**config.mk**
```make
export PLATFORM = sky130hd
export DESIGN_NAME = panel_input
export DESIGN_NICKNAME = d
export VERILOG_FILES = /design/src/rtl/panel_input.sv
export SDC_FILE = /design/constraint.sdc
export NUM_CORES = 1
export LEC_CHECK = 0
export CORE_AREA = 2 2 112 222
export CTS_CLUSTER_DIAMETER = 40
export CTS_CLUSTER_SIZE = 10
export DETAILED_ROUTE_END_ITERATION = 8
export DIE_AREA = 0 0 114 224
export PLACE_DENSITY = 0.77
export SLEW_MARGIN = 10
export SYNTH_ARGS = -nofsm -noshare
export SYNTH_HDL_FRONTEND = slang
export SYNTH_SLANG_ARGS = --single-unit
```
**constraint.sdc**
```tcl
create_clock -name clk -period 4.3 [get_ports clk]
set_input_delay 0.43 -clock clk [delete_from_list [all_inputs] [get_ports clk]]
set_output_delay 0.43 -clock clk [all_outputs]
set_load 0.005 [all_outputs]
```
**src/rtl/panel_input.sv**
```systemverilog
// Front-panel producer: scans a 4x4 hex keypad, debounces function buttons,
// accumulates up to four hex digits and emits one-cycle function strobes.
module panel_input #(
  parameter int unsigned SCAN_DIV       = 1000,
  parameter int unsigned DEBOUNCE_SCANS = 4,
  parameter int unsigned DEBOUNCE_CYC   = 50000
) (
  input  logic        clk,
  input  logic        rst,
  output logic [3:0]  row_n,
  input  logic [3:0]  col_n,
  input  logic [12:0] fn_n,
  output logic [11:0] fn_pulse,
  output logic [15:0] user_input,
  output logic        input_valid,
  output logic [2:0]  digit_count,
  output logic        key_held
);

  localparam int unsigned DIV_W = $clog2(SCAN_DIV);
  localparam int unsigned SCN_W = (DEBOUNCE_SCANS < 2) ? 1 : $clog2(DEBOUNCE_SCANS + 1);
  localparam int unsigned FCW   = $clog2(DEBOUNCE_CYC + 1);

  typedef enum logic [1:0] {
    S_IDLE,
    S_PRESS_DEB,
    S_HELD,
    S_RELEASE_DEB
  } key_state_t;

  logic [3:0]  col_s1, col_s2;
  logic [12:0] fn_s1, fn_s2;

  always_ff @(posedge clk) begin
    if (rst) begin
      col_s1 <= '1;
      col_s2 <= '1;
      fn_s1  <= '1;
      fn_s2  <= '1;
    end else begin
      col_s1 <= col_n;
      col_s2 <= col_s1;
      fn_s1  <= fn_n;
      fn_s2  <= fn_s1;
    end
  end

  // ---------------- keypad scan ----------------
  logic [DIV_W-1:0] div_q;
  logic [1:0]       row_q;
  logic             scan_found_q;
  logic [3:0]       scan_code_q;
  logic [3:0]       col_act;
  logic             row_hit;
  logic [1:0]       row_col;
  logic             sample, scan_end;
  logic             key_seen;
  logic [3:0]       key_code;

  assign row_n = ~(4'b0001 << row_q);

  always_comb begin
    col_act = ~col_s2;
    row_hit = |col_act;
    if (col_act[0])      row_col = 2'd0;
    else if (col_act[1]) row_col = 2'd1;
    else if (col_act[2]) row_col = 2'd2;
    else                 row_col = 2'd3;
    sample   = (div_q == DIV_W'(SCAN_DIV - 1));
    scan_end = sample && (row_q == 2'd3);
    // Rows are visited in ascending order, so the first hit holds the lowest code.
    key_seen = scan_found_q || (sample && row_hit);
    key_code = scan_found_q ? scan_code_q : {row_q, row_col};
  end

  always_ff @(posedge clk) begin
    if (rst) begin
      div_q        <= '0;
      row_q        <= '0;
      scan_found_q <= 1'b0;
      scan_code_q  <= '0;
    end else if (sample) begin
      div_q <= '0;
      row_q <= row_q + 2'd1;
      if (scan_end) begin
        scan_found_q <= 1'b0;
      end else if (!scan_found_q && row_hit) begin
        scan_found_q <= 1'b1;
        scan_code_q  <= {row_q, row_col};
      end
    end else begin
      div_q <= div_q + DIV_W'(1);
    end
  end

  // ---------------- keypad debounce FSM ----------------
  key_state_t       state_q, state_d;
  logic [3:0]       cand_q, cand_d;
  logic [SCN_W-1:0] cnt_q, cnt_d;
  logic             accept;
  logic [3:0]       accept_code;
  logic             cnt_done;

  always_comb begin
    state_d     = state_q;
    cand_d      = cand_q;
    cnt_d       = cnt_q;
    accept      = 1'b0;
    accept_code = cand_q;
    cnt_done    = (int'(cnt_q) + 1 >= int'(DEBOUNCE_SCANS));
    if (scan_end) begin
      case (state_q)
        S_IDLE: begin
          if (key_seen) begin
            cand_d = key_code;
            if (DEBOUNCE_SCANS <= 1) begin
              state_d     = S_HELD;
              cnt_d       = '0;
              accept      = 1'b1;
              accept_code = key_code;
            end else begin
              state_d = S_PRESS_DEB;
              cnt_d   = SCN_W'(1);
            end
          end
        end
        S_PRESS_DEB: begin
          if (!key_seen) begin
            state_d = S_IDLE;
            cnt_d   = '0;
          end else if (key_code == cand_q) begin
            if (cnt_done) begin
              state_d = S_HELD;
              cnt_d   = '0;
              accept  = 1'b1;
            end else begin
              cnt_d = cnt_q + SCN_W'(1);
            end
          end else begin
            cand_d = key_code;
            cnt_d  = SCN_W'(1);
          end
        end
        S_HELD: begin
          if (!key_seen) begin
            state_d = (DEBOUNCE_SCANS <= 1) ? S_IDLE : S_RELEASE_DEB;
            cnt_d   = (DEBOUNCE_SCANS <= 1) ? '0 : SCN_W'(1);
          end
        end
        S_RELEASE_DEB: begin
          if (key_seen) begin
            state_d = S_HELD;
            cnt_d   = '0;
          end else if (cnt_done) begin
            state_d = S_IDLE;
            cnt_d   = '0;
          end else begin
            cnt_d = cnt_q + SCN_W'(1);
          end
        end
        default: begin
          state_d = S_IDLE;
          cnt_d   = '0;
        end
      endcase
    end
  end

  always_ff @(posedge clk) begin
    if (rst) begin
      state_q <= S_IDLE;
      cand_q  <= '0;
      cnt_q   <= '0;
    end else begin
      state_q <= state_d;
      cand_q  <= cand_d;
      cnt_q   <= cnt_d;
    end
  end

  assign key_held = (state_q == S_HELD) || (state_q == S_RELEASE_DEB);

  // ---------------- function button debounce ----------------
  logic [12:0]    fn_state_q, fn_state_d;
  logic [FCW-1:0] fn_cnt_q [13];
  logic [FCW-1:0] fn_cnt_d [13];
  logic [12:0]    fn_rise;

  always_comb begin
    fn_state_d = fn_state_q;
    fn_rise    = '0;
    for (int unsigned i = 0; i < 13; i++) begin
      fn_cnt_d[i] = '0;
      if (!fn_s2[i] != fn_state_q[i]) begin
        if (fn_cnt_q[i] == FCW'(DEBOUNCE_CYC - 1)) begin
          fn_state_d[i] = !fn_state_q[i];
          fn_rise[i]    = !fn_state_q[i];
        end else begin
          fn_cnt_d[i] = fn_cnt_q[i] + FCW'(1);
        end
      end
    end
  end

  always_ff @(posedge clk) begin
    if (rst) begin
      fn_state_q <= '0;
      fn_pulse   <= '0;
      for (int unsigned i = 0; i < 13; i++) fn_cnt_q[i] <= '0;
    end else begin
      fn_state_q <= fn_state_d;
      fn_pulse   <= fn_rise[11:0];
      for (int unsigned i = 0; i < 13; i++) fn_cnt_q[i] <= fn_cnt_d[i];
    end
  end

  // ---------------- digit entry ----------------
  // Clear lands one cycle after a strobe so the consumer sees the old value with it.
  logic clr;
  assign clr = (|fn_pulse) || fn_rise[12];

  always_ff @(posedge clk) begin
    if (rst) begin
      user_input  <= '0;
      digit_count <= '0;
    end else if (accept) begin
      user_input  <= {(clr ? 12'h000 : user_input[11:0]), accept_code};
      digit_count <= clr ? 3'd1 : ((digit_count >= 3'd4) ? 3'd4 : digit_count + 3'd1);
    end else if (clr) begin
      user_input  <= '0;
      digit_count <= '0;
    end
  end

  assign input_valid = (digit_count != 3'd0);

endmodule

```
==> summary.txt <==
Final layout
  • Filler Cells Inserted: ~2,000
  • Final non-filler cell area: roughly 15,000 µm²
  • Nets: about 1,500
  • Diode count: 0
  • Area taken by flip-flops and latches: approximately 6200 µm²
  • Share of cells above drive strength 1: 6.698%
  • Multi-input logic area: between 6000 and 7000 µm²
  • Layout area overhead: 14.15%

STA
  • Crit share post-route: around 62%
  • Final TNS setup: 0 ns
  • Rel. slew slack: between 20% and 30%
  • Unrepaired setup endpoints after global routing: no
  • Worst clock skew: between 0.01 and 0.015 ns
  • Slew @ Worst Pin: roughly 1.1 ns
  • Slew Limit Fails: 0
  • Final worst path period need: about 2.7 ns
  • Final hold violation count: 0
  • Final-report setup violation count: 0
  • Fmax: ~370 MHz

Critical path
  • CP max FO: 20
  • Worst EP arrival: slightly above 3 ns
  • CP startpoint kind: flip-flop
  • CP Class: reg2reg
  • Critical Path End Type: flip-flop
  • Required @ worst endpoint: between 4 and 5 ns

Yosys
  • Yosys cell types: 52
  • Post-synthesis xor/xnor area fraction: ~14%
  • Post-Synth Simple-Gate Area: ~28%
  • Yosys reg bits: between 300 and 400
  • Post-Synth Adder-Cell Area: under 10%
  • Number of synthesized flops with an enable pin: 0
  • Register area share after synthesis: 48.67%
  • Synth Cell Area: about 13,000 µm²
  • FFs w/ async S/R, synth: 0%
  • Top FF cell, synth: dfxtp_1
  • Compound-Gate Fraction of Synth Area: 3.569%
  • Largest family of logic cells by synthesized area: simple AND/OR/NAND/NOR gates
  • Mux contribution to synthesized area: less than 1%
  • Syn Area/Cell: roughly 9 µm²
  • Synthesized net count: ~1,500
  • Yosys warns: 0
  • Syn Inst Count: 1,420

Placed design
  • IO buf count: between 50 and 60
  • DP HPWL: between 15 and 20 mm
  • Placer Congestion: ~0.84
  • Dpl cell area: ~14,000 µm²

Global route
  • M2 GR Usage: 38.65%
  • Initial antenna violation count: 0
  • Met3 Use GR: under 10%
  • Overflow after GRT: 0
  • Vias in the first global route: just under 10,000
  • Met1 usage: 20.16%
  • Largest net degree at the start of global routing: 46
  • Most Crowded Layer GR: met2
  • Global Route Usage Sum: roughly a fifth
  • First-pass GRT wire length: 42.68 mm

Clock network
  • CTS H-tree depth: 2
  • CTS Root Cell: clkbuf_16
  • Clock latency on the worst-skew pair: between 0.5 and 0.6 ns
  • CTS Hold Bufs: 0
  • Post-CTS Setup Repair Bufs: 0
  • CTS tree: done
  • Deepest clock path buffer count: 3
  • Num CTS Buffers: 38
  • CTS resizes: 0
  • Clock tree sinks: roughly 310
  • Register clock-pin slew on the reported worst setup and hold paths: about 0.060 ns

Worst hold path
  • HP Class: in2reg

Routing
  • Final wirelength: 24.90 mm
  • Vias: 9,770
  • Drt wl/cell: about 14 µm
  • Vias per inst: about 5.5
  • Drc violations: 0
  • Post-DRT Antenna Nets: 0
  • Pre-antenna DRT Iters: 4
  • Initial DRC Count: between 300 and 400

Die
  • Row cnt: 80
  • Die ar.: around 26,000 µm²
  • Chip height: 224 µm
  • Starting Density: 53.87%
  • Core area: approximately 24,000 µm²
  • Die width: 114 µm
  • Ports: 56

Power and ir drop
  • Max VDD drop: 0.3703 mV
  • Leakage: roughly 5.0 nW
  • Pwr Density: 399.4 nW/µm²

Flow run
  • Max-cap violations: 0

Status
  • Status: finished, final reports clean
[synth_stat cells (3+ instances only)]
cell        n  area share [%]
mux2i_1    11            0.86
and4_1     16             1.1
xor2_1    119             8.1
or4_1       7            0.41
o21ai_0     3            0.12
nor4b_1     4            0.27
o31ai_1    16            0.94
nor4_1     26             1.3
clkbuf_1   41             1.2
ha_1       21             2.0
and3_1     47             2.3
nor4bb_1    6            0.47
a211oi_1    8            0.47
or3_1       8            0.39
nor3_1     21            0.82
nor2b_1     4            0.19
nand2_1    89             2.6
xnor2_1    88             6.0
inv_1      29            0.85
nand2b_1    9            0.44
a21oi_1    30             1.2
buf_2       4            0.16
and2_1      8            0.39
nor3b_1     3            0.18
nor2_1    279             8.2
nand4_1    62             3.0
nand3_1    68             2.7
nand4b_1    8            0.55
or2_2      43             2.1
dfxtp_1   312              49
[worst max-delay path: stages, from the launching register on]
cell and delay [ns]:
dfxtp_1 0.46, mux2i_1 0.31, xnor2_1 0.16, nand4b_1 0.72, or4_1 0.75, a31oi_1 0.19
[power by group]
group          internal, W  switching (W)
sequential         0.00292      0.0000141
combinational    0.0000392      0.0000615
clock              0.00169        0.00113
total              0.00465        0.00120
[through the flow]
step	setup WS [ns]	std cells	hold WS, ns	power [W]	util [%]
3_3_place_gp	1.771	1719	0.3930	0.003087	57.01
2_1_floorplan	2.004	1420	0.3895	0.003054	-
4_1_cts	1.650	1765	0.3561	0.005921	61.49
6_report	1.624	1765	0.3655	0.005851	61.49
3_5_place_dp	1.672	1719	0.3934	0.003090	57.01
5_1_grt	1.388	1765	0.4061	0.006035	61.49
[sequential cells by signal, summed over array words and instances, names as in the netlist, 10 cells and up, named ones only]
signal and cells:
div_q 10, fn_s2 13, user_input 16, fn_pulse 12, fn_cnt_q 208, fn_s1 13, fn_state_q 13
[routing by layer]
metal	vias up	wire (µm)
met1	4663	9655
met4	0	625
met5	-	0
met3	45	658
met2	155	13960
li1	4907	-
[layout make-up]
class / instances / area share, %
inverter: 29 / 0.7431
sequential: 312 / 42.64
timing repair buffer: 60 / 3.981
clock buffer: 41 / 6.782
tap: 287 / 2.452
clock inverter: 5 / 0.4954
multi-input combinational: 1031 / 42.91
[layout by cell type (no fill, tap or decap), types with 39 or more instances in the layout]
cell	instances
dfxtp_1	312
nor2_1	279
xor2_1	119
nand2_1	89
xnor2_1	88
nand3_1	68
nand4_1	62
clkdlybuf4s50_1	54
and3_1	47
or2_2	43
clkbuf_16	39
[logic make-up (layout without fill, tap and decap cells)]
family,Yosys count,after routing
XOR/XNOR,207,207
multiplexers,11,11
buffers and inverters,77,135
flip-flops,312,312
AND/OR/NAND/NOR,722,722
adder cells (fa/ha/maj),21,21
AO/OA/AOI/OAI,70,70
[worst paths after layout]
path	startpoint	to	slack [ns]	cells past startpoint
setup / recovery	scan_found_q	cnt_q[1]	1.62	5
hold / removal	rst	scan_code_q[2]	0.37	2
setup reg to reg	scan_found_q	cnt_q[1]	1.62	5
hold reg to reg	fn_s1[1]	fn_s2[1]	0.40	1
Note: power is estimated with default switching activity, not from simulation.
